--- src/rtl/edge_detector_multi.sv ---
// Multi-channel edge detector: synchroniser, glitch filter, mode select,
// event pulse, sticky flag and saturating counter per channel.
module edge_detector_multi #(
  parameter int CHANNELS      = 4,
  parameter int SYNC_STAGES   = 2,
  parameter int FILTER_CYCLES = 3,
  parameter int CNT_W         = 8,
  parameter bit INIT_LEVEL    = 1'b0
) (
  input  logic                      clk,
  input  logic                      resetn,
  input  logic [CHANNELS-1:0]       in,
  input  logic [2*CHANNELS-1:0]     mode,
  input  logic [CHANNELS-1:0]       clear,
  output logic [CHANNELS-1:0]       level,
  output logic [CHANNELS-1:0]       pulse,
  output logic [CHANNELS-1:0]       sticky,
  output logic [CHANNELS*CNT_W-1:0] count,
  output logic                      irq
);

  localparam int FW =
    (FILTER_CYCLES > 0) ? $clog2(FILTER_CYCLES + 1) : 1;
  localparam logic [FW-1:0] FMAX = FW'(FILTER_CYCLES);
  localparam logic [CNT_W-1:0] CMAX = '1;
  localparam logic [CNT_W-1:0] CONE = CNT_W'(1);

  for (genvar i = 0; i < CHANNELS; i++) begin : g_ch
    logic [SYNC_STAGES-1:0] sync_q;
    logic                   s;
    logic                   lvl_q, lvl_d;
    logic [FW-1:0]          fcnt_q, fcnt_d;
    logic                   pulse_q, pulse_d;
    logic                   sticky_q, sticky_d;
    logic [CNT_W-1:0]       cnt_q, cnt_d;

    assign s = sync_q[SYNC_STAGES-1];

    always_comb begin
      lvl_d   = lvl_q;
      fcnt_d  = fcnt_q;
      pulse_d = 1'b0;
      if (s == lvl_q) begin
        fcnt_d = '0;
      end else if (fcnt_q == FMAX) begin
        lvl_d   = s;
        fcnt_d  = '0;
        pulse_d = s ? mode[2*i] : mode[2*i+1];
      end else begin
        fcnt_d = fcnt_q + 1'b1;
      end
    end

    // Flag and counter follow the visible pulse, so a clear
    // issued during the pulse cycle collides with it.
    always_comb begin
      sticky_d = pulse_q | (sticky_q & ~clear[i]);
      cnt_d    = cnt_q;
      if (clear[i])
        cnt_d = pulse_q ? CONE : '0;
      else if (pulse_q && cnt_q != CMAX)
        cnt_d = cnt_q + CONE;
    end

    always_ff @(posedge clk or negedge resetn) begin
      if (!resetn) begin
        sync_q   <= {SYNC_STAGES{INIT_LEVEL}};
        lvl_q    <= INIT_LEVEL;
        fcnt_q   <= '0;
        pulse_q  <= 1'b0;
        sticky_q <= 1'b0;
        cnt_q    <= '0;
      end else begin
        sync_q   <= {sync_q[SYNC_STAGES-2:0], in[i]};
        lvl_q    <= lvl_d;
        fcnt_q   <= fcnt_d;
        pulse_q  <= pulse_d;
        sticky_q <= sticky_d;
        cnt_q    <= cnt_d;
      end
    end

    assign level[i]                   = lvl_q;
    assign pulse[i]                   = pulse_q;
    assign sticky[i]                  = sticky_q;
    assign count[CNT_W*i +: CNT_W]    = cnt_q;
  end

  assign irq = |sticky;

endmodule

--- config.mk ---
export PLATFORM = sky130hd
export DESIGN_NAME = edge_detector_multi
export DESIGN_NICKNAME = d
export VERILOG_FILES = /design/src/rtl/edge_detector_multi.sv
export SDC_FILE = /design/constraint.sdc
export NUM_CORES = 1
export LEC_CHECK = 0
export CAP_MARGIN = 25
export CORE_ASPECT_RATIO = 0.8
export CORE_MARGIN = 10
export CORE_UTILIZATION = 54
export CTS_CLUSTER_DIAMETER = 40
export DETAILED_ROUTE_END_ITERATION = 6
export PLACE_DENSITY = 0.85
export SKIP_CTS_REPAIR_TIMING = 1
export SYNTH_ARGS = -nofsm -noshare
export SYNTH_HDL_FRONTEND = slang
export SYNTH_SLANG_ARGS = --single-unit
--- constraint.sdc ---
create_clock -name clk -period 2.7 [get_ports clk]
set_input_delay 0.54 -clock clk [delete_from_list [all_inputs] [get_ports clk]]
set_output_delay 0.54 -clock clk [all_outputs]
set_load 0.01 [all_outputs]
# Word level (Yosys, flattened, before mapping)
# Cells that the tools add are included.
# Widths: inputs -> output; s select.
totals:
  ff_bits: 60
  latchBits: 0
  mem_bits_rw: 0
  rom_bits: 0
  input_bits: 18
  output_inout_bits: 45
  word_cells: 105
  n_memories: 0
classes:
  n_addsub: 8
  multipliers: 0
  div: 0
  n_lt_le_gt_ge: 0
  n_eq_ne: 12
  n_shift: 0
  mux: 32
  n_bitwise: 16
  n_reduce_logical: 13
ops:
  columns: ["operator", "n"]
  rows:
  - ["$mux 8", 8]
  - ["$add 8x1->8 const B", 4]
  - ["$ne 8x8->1 const B", 4]
  - ["$mux 1", 16]
  - ["$mux 2", 8]
  - ["$add 2x1->2 const B", 4]
  - ["$eq 2x2->1 const B", 4]
  - ["$not 1->1", 8]
  - ["$reduce_and 2->1", 4]
  - ["$reduce_bool 2->1", 4]
  - ["$and 1x1->1", 4]
  - ["$eq 1x1->1", 4]
  - ["$logic_and 1x1->1", 4]
  - ["$or 1x1->1", 4]
  - ["$reduce_or 4->1", 1]

# Longest topological paths before layout
# Gate-level depths: netlist of run 1.
logic_depth:
  ltp_word: 4
  ltp_mapped: 5
  depth_no_buf: 5

# Worst setup path after synthesis of run 1
# Ideal clock, no wire load.
synth_path:
  kind: "register -> register"
  start: "reg g_ch[2].cnt_q[0]"
  end: "reg g_ch[2].cnt_q[5]"
  setup_ps: 78
  arrival_time_ps: 1441
  required_ps: 2622
  slack_ps: 1181
  path_stages_with_launch: 6
  cell_sequence: "dfrtp_1 ha_1 nand3_1 o21ai_2 or4_1 a21oi_1"
synth_via:
  elab_chain_cells: 3
  elab_cells_between_ends: 6
synth_lines:
  columns: ["item", "line", "rtl"]
  rows:
  - ["start, declared", "35", "logic [CNT_W-1:0] cnt_q, cnt_d;"]
  - ["start signal, assigned", "79", "cnt_q <= cnt_d;"]
  - ["$add 8x1->8 / $ne 8x8->1 (equally long branches)", "62, 61", null]
  - ["$mux 8 / $logic_and 1x1->1 (equally long branches)", "61", "else if (pulse_q && cnt_q != CMAX)"]
  - ["$mux 8 / $reduce_bool 2->1 (equally long branches)", null, null]
# Several ways; a longest one is shown, not always the timed one. The select of a mux whose other input is x is not followed.
# A chain may end at the register's enable or synchronous reset.

# Worst setup path in the final report of run 1
layout_path:
  start: "reg g_ch[1].sticky_q"
  end: "out irq"
layout_via:
  elab_chain_cells: 1
layout_lines:
  columns: ["item", "line", "rtl"]
  rows:
  - ["start, declared", "34", "logic sticky_q, sticky_d;"]
  - ["start signal, assigned", "78", "sticky_q <= sticky_d;"]
  - ["$reduce_or 4->1", "89", "assign irq = |sticky;"]
  - ["end, declared", "19", "output logic irq"]
# No other way between the ends.

==> results.cfg, run 1 <==
[run_status]
status = finished, final reports clean

[timing]
clock.fmax_mhz = 436.8
finalCriticalPeriod_ns = 2.289
slew_violations = 0
worst_pin_slew_ns = 0.3999
layout_setup_ws_ns = 0.4107
clock-skew-final_ns = 0.009644
maxSlewHeadroom_pct = 73.34
hold_viol = 0
setup-tns-final_ns = 0
finalSetupViolCount = 0
rsz0062_at_grt = false
timing.final.crit_share_pct = 84.79

[floorplanning]
core_area_um2 = 5007
dieArea_um2 = 8460
start_util_pct = 55.72
die_y_um = 84.30
fp.dieW_um = 100.4
num_rows = 23
io_pins = 63

[clock_tree]
htree_levels = 3
cts_made_buffers = 9
clock_latency_ns = 0.33
cts_tree = done
cts_root_buf = clkbuf_8
clk_pin_slew_worst_paths_ns = 0.06
cts.sinks = 60
cts_max_path_buffers = 2

[place]
dp_slack_ns = 0.7483
dp_hpwl_um = 4558
numPortBuffers = 62
gp_congestion = 0.8403

[critical_path]
crit_path_end_kind = output port
arrival_ns = 1.75
reg2reg_to = g_ch[2].cnt_q[5]
startpoint = g_ch[1].sticky_q
critical_path_class = reg2out
crit_fanout = 3
endpoint = irq
rrSetupSlack_ns = 1.05
r2r_start = g_ch[2].cnt_q[0]
ff2ff_path_depth = 5
worstPathRequired_ns = 2.16
cp-start-kind = register

[yosys]
synth-seq-cells = 60
yosysSeqAreaShare_pct = 53.81
syn_area_um2 = 2790
synth_fp_nets = 296
async_flop_share_pct = 100.0
ys_types = 36
synth_edf_count = 0
synth_warnings = 0
synth-main-ff-cell = dfrtp_1
syn-instance-count = 270
postSynthAreaPerCell_um2 = 10.33

[final_layout]
drive_above_1_share_pct = 8.459
final_cell_mix = clkdlybuf4s50_1 (61), dfrtp_1 (60), nor2_1 (30)
finish.net_count = 354
syn2layout_area_growth_pct = 27.04
layout_commonest_cell = clkdlybuf4s50_1
final_core_util_pct = 70.79
nFillCells = 392
diodes = 0

[detailed_routing]
drtIter0Drc = 116
remaining_drc_errors = 0
via_per_inst = 5.562
wl_per_cell_um = 15.36
wl_um = 6035
vias = 2186
drtAntennaViolNets = 0
dr.pass1.iters = 5

[global_route]
antenna_found_initial = 0
grt_overflow = 0
grt_max_degree = 26
grt_pass1_wl_um = 10110
grt_usage_pct = 14.56
grt_pass1_vias = 2058

[power]
p_total_mw = 2.158
max-vdd-ir-drop_v = 0.0005200
powerDensity_nw_per_um2 = 608.7
power.leakage_nw = 1.554

[job]
drv_cap = 0

[hold_path]
hold_class = in2async
routing by layer:
| layer | routed length [µm] | GRT usage, % | share of wire (%) | vias to the layer above |
|---|---|---|---|---|
| li1 | - | - | - | 1066 |
| met1 | 2647 | 17.95 | 44 | 1044 |
| met2 | 2775 | 21.35 | 46 | 64 |
| met3 | 503 | 6.716 | 8.3 | 12 |
| met4 | 109 | 6.282 | 1.8 | 0 |
| met5 | 0 | 0 | 0 | - |
metrics by stage:
step	cell area, µm²	hold slack (ns)	instances
3_3_place_gp	3388	0.3319	379
5_1_grt	3545	0.1428	393
3_5_place_dp	3388	0.3451	379
2_1_floorplan	2790	0.2444	270
4_1_cts	3545	0.1297	393
6_report	3545	0.1275	393
report_power, final:
part,switching [mW],internal [mW]
Clock,0.314,0.342
Sequential,0.0948,1.00
Combinational,0.162,0.240
Total,0.571,1.59
cells by family after synthesis:
family	after synthesis	synth area share, %
fa+ha+maj	8	3.588
xor+xnor	11	3.453
flops	60	53.81
buf+inv	23	4.753
simple gates	116	21.57
compound gates	43	9.418
mux	9	3.408
synthesized netlist by cell type (all sizes together) (4+ instances only):
cell / count / area [µm²]
nand4: 9 / 62.56
mux2i: 5 / 50.05
xnor2: 6 / 52.55
inv: 6 / 22.52
and4: 5 / 45.04
nor2b: 4 / 25.02
mux2: 4 / 45.04
nand3: 12 / 60.06
a211oi: 5 / 37.54
clkbuf: 4 / 15.01
buf: 13 / 95.09
and2: 4 / 25.02
nand3b: 4 / 30.03
o21ai: 17 / 88.84
nand2: 18 / 67.56
and3: 4 / 25.02
ha: 8 / 100.1
nor3: 17 / 85.08
xor2: 5 / 43.79
dfrtp: 60 / 1501
a21o: 4 / 30.03
a21oi: 9 / 45.04
nor2: 30 / 112.6
worst max-delay path: stages (launching register included):
cell and delay (ns):
dfrtp_1 0.38, or4_1 0.54, clkdlybuf4s50_1 0.50
registers in the layout, summed over array words and instances, names as in the netlist:
name / flops
g_ch.sync_q: 8
g_ch.sticky_q: 4
g_ch.fcnt_q: 8
g_ch.cnt_q: 32
g_ch.pulse_q: 4
g_ch.lvl_q: 4
final cells by class:
cell class	instances	area [µm²]	share of cell area, %
sequential	60	1501	42.36
multi-input combinational	187	1156	32.62
timing repair buffer	64	630.6	17.79
clock buffer	11	141.4	3.989
tap	62	77.57	2.188
inverter	6	22.52	0.6354
clock inverter	3	15.01	0.4236
worst min-delay path by stage:
stage | to | slack, ns | cells after the start
after floorplan | g_ch[0].cnt_q[0] | 0.24 | 0
after global placement | g_ch[3].sync_q[1] | 0.33 | 0
after detailed placement | g_ch[0].sync_q[1] | 0.35 | 0
after CTS | g_ch[3].cnt_q[0] | 0.13 | 1
after global routing | g_ch[3].cnt_q[0] | 0.14 | 1
final | g_ch[3].cnt_q[4] | 0.13 | 1
No activity file was read; power rests on OpenSTA's default activity.
==> run 2: changes to the inputs <==
--- a/config.mk
+++ b/config.mk
@@ -8,10 +8,10 @@
 export CAP_MARGIN = 25
 export CORE_ASPECT_RATIO = 0.8
 export CORE_MARGIN = 10
-export CORE_UTILIZATION = 54
+export CORE_UTILIZATION = 45
 export CTS_CLUSTER_DIAMETER = 40
 export DETAILED_ROUTE_END_ITERATION = 6
-export PLACE_DENSITY = 0.85
+export PLACE_DENSITY = 0.76
 export SKIP_CTS_REPAIR_TIMING = 1
 export SYNTH_ARGS = -nofsm -noshare
 export SYNTH_HDL_FRONTEND = slang
==> constraint.sdc (replaced) <==
create_clock -name clk -period 1.84 [get_ports clk]
set_input_delay 0.368 -clock clk [delete_from_list [all_inputs] [get_ports clk]]
set_output_delay 0.368 -clock clk [all_outputs]
set_load 0.01 [all_outputs]
==> results.cfg, run 2 (synthesis gave the netlist of run 1 again) <==
[run_status]
status = finished, final reports clean

[timing]
finalCriticalPeriod_ns = 1.777
layout_setup_ws_ns = 0.06309
rsz0062_at_grt = false
finalSetupViolCount = 0
worst_pin_slew_ns = 0.4218
clock-skew-final_ns = 0.008362
timing.final.crit_share_pct = 96.57
hold_viol = 0
slew_violations = 0
maxSlewHeadroom_pct = 71.88
clock.fmax_mhz = 562.8

[critical_path]
critical_path_class = reg2out
critPathSlowestCell = or4_1
r2r_start = g_ch[2].cnt_q[0]
startpoint = g_ch[1].sticky_q
arrival_ns = 1.41
crit_fanout = 2
crit_path_end_kind = output port
worst_path_largest_cell_delay_ns = 0.55
worstPathRequired_ns = 1.47
cp-start-kind = register
worstPathCellList = or4_1 > clkbuf_2

[final_layout]
final_core_util_pct = 61.78
syn2layout_area_growth_pct = 32.29
final_cell_mix = clkdlybuf4s50_1 (60), dfrtp_1 (58), nor2_1 (30)
ff_latch_area_um2 = 1504
regMostFlops = g_ch.cnt_q
nFillCells = 502
diodes = 0
multi_input_area_um2 = 1156
finish.net_count = 359
instances_no_fill = 419
drive_above_1_share_pct = 10.95
largest_register_ffs = 32
top_regs = g_ch.cnt_q x32, g_ch.fcnt_q x8, g_ch.sync_q x8
layout_commonest_cell = clkdlybuf4s50_1

[clock_tree]
cts_root_buf = clkbuf_8
clock_latency_ns = 0.33
cts_max_path_buffers = 2
clk_pin_slew_worst_paths_ns = 0.07
cts_tree = done
htree_levels = 3
cts.sinks = 60
cts_made_buffers = 9

[hold_path]
hold_class = reg2reg
min_from = g_ch[1].sync_q[0]

[place]
dp_hpwl_um = 4454
gp_congestion = 0.8184
numPortBuffers = 62
dp_cells = 402
dp_slack_ns = 0.06184

[detailed_routing]
drtAntennaViolNets = 0
wl_per_cell_um = 14.09
wl_met3_um = 524
wl_um = 5903
drt-met1-wl_um = 2734
vias = 2123
remaining_drc_errors = 0
top_layer = met4
dr.pass1.iters = 5
drtIter0Drc = 140
via_per_inst = 5.067
met2_length_um = 2621

[global_route]
grt_max_degree = 24
grt_pass1_wl_um = 10180
antenna_found_initial = 0
grt_overflow = 0
grt_pass1_vias = 2134
grt_usage_pct = 12.79

[power]
switching_share_pct = 25.27
power.net_switching_mw = 0.8870
clkPwrFrac_pct = 37.0
powerDensity_nw_per_um2 = 951.0
p_comb_share_pct = 17.2
internal_power_mw = 2.623
power.leakage_nw = 1.614
seq_power_share_pct = 45.9
max-vdd-ir-drop_v = 0.0007037

[floorplanning]
fp.dieW_um = 108.0
core_area_um2 = 5974
die_y_um = 90.43
num_rows = 25
io_pins = 63
start_util_pct = 46.70
dieArea_um2 = 9770

[job]
drv_cap = 0
run 2: area by class of cell:
type	count	share of cell area, %
Clock buffer	11	3.831
Clock inverter	5	2.034
Inverter	6	0.6102
Multi-Input combinational cell	187	31.32
Sequential cell	60	40.75
Tap cell	81	2.746
Timing Repair Buffer	69	18.71
run 2: metal layers:
layer	vias up	GRT usage, %
met2	50	18.57
li1	1076	-
met1	995	15.94
met4	0	4.667
met5	-	0
met3	2	6.205
run 2: through the flow:
stage / area, µm² / hold slack, ns / TNS [ns] / total power, mW
finish: 3691 / 0.3488 / 0 / 3.510
global route: 3691 / 0.3675 / 0 / 3.688
CTS: 3684 / -0.04718 / -0.3097 / 3.568
detailed placement: 3467 / 0.3291 / 0 / 2.255
global placement: 3467 / 0.3294 / 0 / 2.230
floorplan: 2790 / 0.07241 / 0 / 2.004
run 2: power groups by stage:
stage	sequential, mW	clock [mW]	combinational, mW
floorplan	1.61	0	0.397
global placement	1.62	0	0.607
detailed placement	1.63	0	0.620
CTS	1.61	1.33	0.624
global route	1.64	1.38	0.673
finish	1.61	1.30	0.603
run 2: worst paths after layout:
path / end / slack (ns) / cells past startpoint
min in group asynchronous: g_ch[3].cnt_q[1] / 0.49 / 2
max: irq / 0.06 / 2
min reg2reg: g_ch[1].sync_q[1] / 0.35 / 0
max reg2reg: g_ch[2].cnt_q[5] / 0.21 / 5
min: g_ch[1].sync_q[1] / 0.35 / 0
max in group asynchronous: g_ch[2].cnt_q[7] / 0.69 / 4
run 2: critical path, delay by kind of cell, from the launching register on:
| family | cells | cell delay, ns |
|---|---|---|
| buffers and inverters | 1 | 0.15 |
| flip-flops | 1 | 0.38 |
| AND/OR/NAND/NOR | 1 | 0.55 |
==> run 3: changes to the inputs <==
--- a/config.mk
+++ b/config.mk
@@ -5,8 +5,9 @@
 export SDC_FILE = /design/constraint.sdc
 export NUM_CORES = 1
 export LEC_CHECK = 0
+export ABC_AREA = 0
 export CAP_MARGIN = 25
-export CORE_ASPECT_RATIO = 0.8
+export CORE_ASPECT_RATIO = 1.75
 export CORE_MARGIN = 10
 export CORE_UTILIZATION = 45
 export CTS_CLUSTER_DIAMETER = 40
==> results.cfg, run 3 (synthesis gave the netlist of run 1 again) <==
[critical_path]
critical_path_class = reg2out
crit_buf_inv = 1
arrival_ns = 1.42
cp_top_family = buffers and inverters
worstPathRequired_ns = 1.47
worst_path_largest_cell_delay_ns = 0.59
crit_path_end_kind = output port
cp-start-kind = register
worstPathCellList = clkdlybuf4s50_1
crit_fanout = 9
critPathSlowestCell = clkdlybuf4s50_1

[final_layout]
drive_above_1_share_pct = 9.880
finish.net_count = 357
final_core_util_pct = 60.36
largest_register_ffs = 32
layout_commonest_cell = clkdlybuf4s50_1
nFillCells = 506
syn2layout_area_growth_pct = 29.19
diodes = 0
regMostFlops = g_ch.cnt_q
top_regs = g_ch.cnt_q x32, g_ch.fcnt_q x8, g_ch.sync_q x8
final_cell_mix = clkdlybuf4s50_1 (60), dfrtp_1 (58), nor2_1 (30)
instances_no_fill = 412
multi_input_area_um2 = 1156
ff_latch_area_um2 = 1504

[power]
p_total_mw = 3.161
powerDensity_nw_per_um2 = 877.0
max-vdd-ir-drop_v = 0.0006241
power.leakage_nw = 1.587

[timing]
timing.final.crit_share_pct = 97.11
finalSetupViolCount = 0
finalCriticalPeriod_ns = 1.787
slew_violations = 0
clock-skew-final_ns = 0.01002
maxSlewHeadroom_pct = 76.91
clock.fmax_mhz = 559.7
worst_pin_slew_ns = 0.3452
hold_viol = 0

[place]
gp_congestion = 0.8443
dp_cells = 398
dp_hpwl_um = 4411
numPortBuffers = 62

[global_route]
grt_max_degree = 61
grt_pass1_vias = 2129
grt_overflow = 0
antenna_found_initial = 0
grt_usage_pct = 12.40
grt_pass1_wl_um = 9597

[clock_tree]
clk_pin_slew_worst_paths_ns = 0.07
cts_made_buffers = 9
htree_levels = 3
cts_tree = done
cts_root_buf = clkbuf_8
cts_max_path_buffers = 2
clock_latency_ns = 0.33
cts.sinks = 60

[floorplanning]
num_rows = 37
fp.dieW_um = 79.53
start_util_pct = 46.72
io_pins = 63
dieArea_um2 = 9874
core_area_um2 = 5972
die_y_um = 124.2

[job]
drv_cap = 0

[detailed_routing]
vias = 2208
via_per_inst = 5.359
drtAntennaViolNets = 0
wl_um = 5868
dr.pass1.iters = 4
drtIter0Drc = 143
remaining_drc_errors = 0
wl_per_cell_um = 14.24

[run_status]
status = finished, final reports clean

[hold_path]
hold_class = in2async
[run 3: cell count changes in the layout (fill, tap and decap cells not counted), sizes merged]
cell          previous run  this run
bufinv                   2         0
buf                      7         6
clkbuf                  12        11
dlygate4sd3              1         0
dlymetal6s2s             0         1
[run 3: through the flow]
stage               cell area [µm²]  hold slack (ns)  setup TNS, ns  setup WS, ns
global route                   3605          0.05326       -0.01041      -0.01041
CTS                            3600          0.03999        -0.2911       -0.2607
finish                         3605          0.03099              0       0.05319
detailed placement             3443           0.3371              0       0.09754
global placement               3443           0.3335              0        0.1061
floorplan                      2790          0.07241              0        0.3212
[run 3: path summary, 6_finish.rpt]
kind,startpoint,end,slack (ns),cells past startpoint
hold reg to reg,g_ch[3].sync_q[0],g_ch[3].sync_q[1],0.35,0
min in group clk,g_ch[3].sync_q[0],g_ch[3].sync_q[1],0.35,0
hold / removal,resetn,g_ch[3].pulse_q,0.03,2
setup / recovery,g_ch[3].pulse_q,pulse[3],0.05,1
max in group asynchronous,resetn,g_ch[0].pulse_q,1.52,2
setup reg to reg,g_ch[2].cnt_q[0],g_ch[2].cnt_q[5],0.24,5
[run 3: routing by layer]
| layer | global-route usage (%) | vias to the layer above | routed length, µm | part of all wire [%] |
|---|---|---|---|---|
| met2 | 22.15 | 59 | 3140 | 54 |
| li1 | - | 1067 | - | - |
| met4 | 7.207 | 0 | 145 | 2.5 |
| met3 | 3.968 | 13 | 367 | 6.3 |
| met5 | 0 | - | 0 | 0 |
| met1 | 12.17 | 1069 | 2215 | 38 |
[run 3: power breakdown]
group	leakage, nW	switching [mW]	internal, mW
registers	0.799	0.133	1.47
clock network	0.0848	0.454	0.503
logic	0.703	0.239	0.358
[run 3: final cells by class]
cell class              count  area share, %
flip-flops and latches     60          41.72
multi-input cells         187          32.07
repair buffers             67          18.54
clock buffers              11          3.922
well taps                  78          2.707
inverters                   6         0.6248
clock inverters             3         0.4165
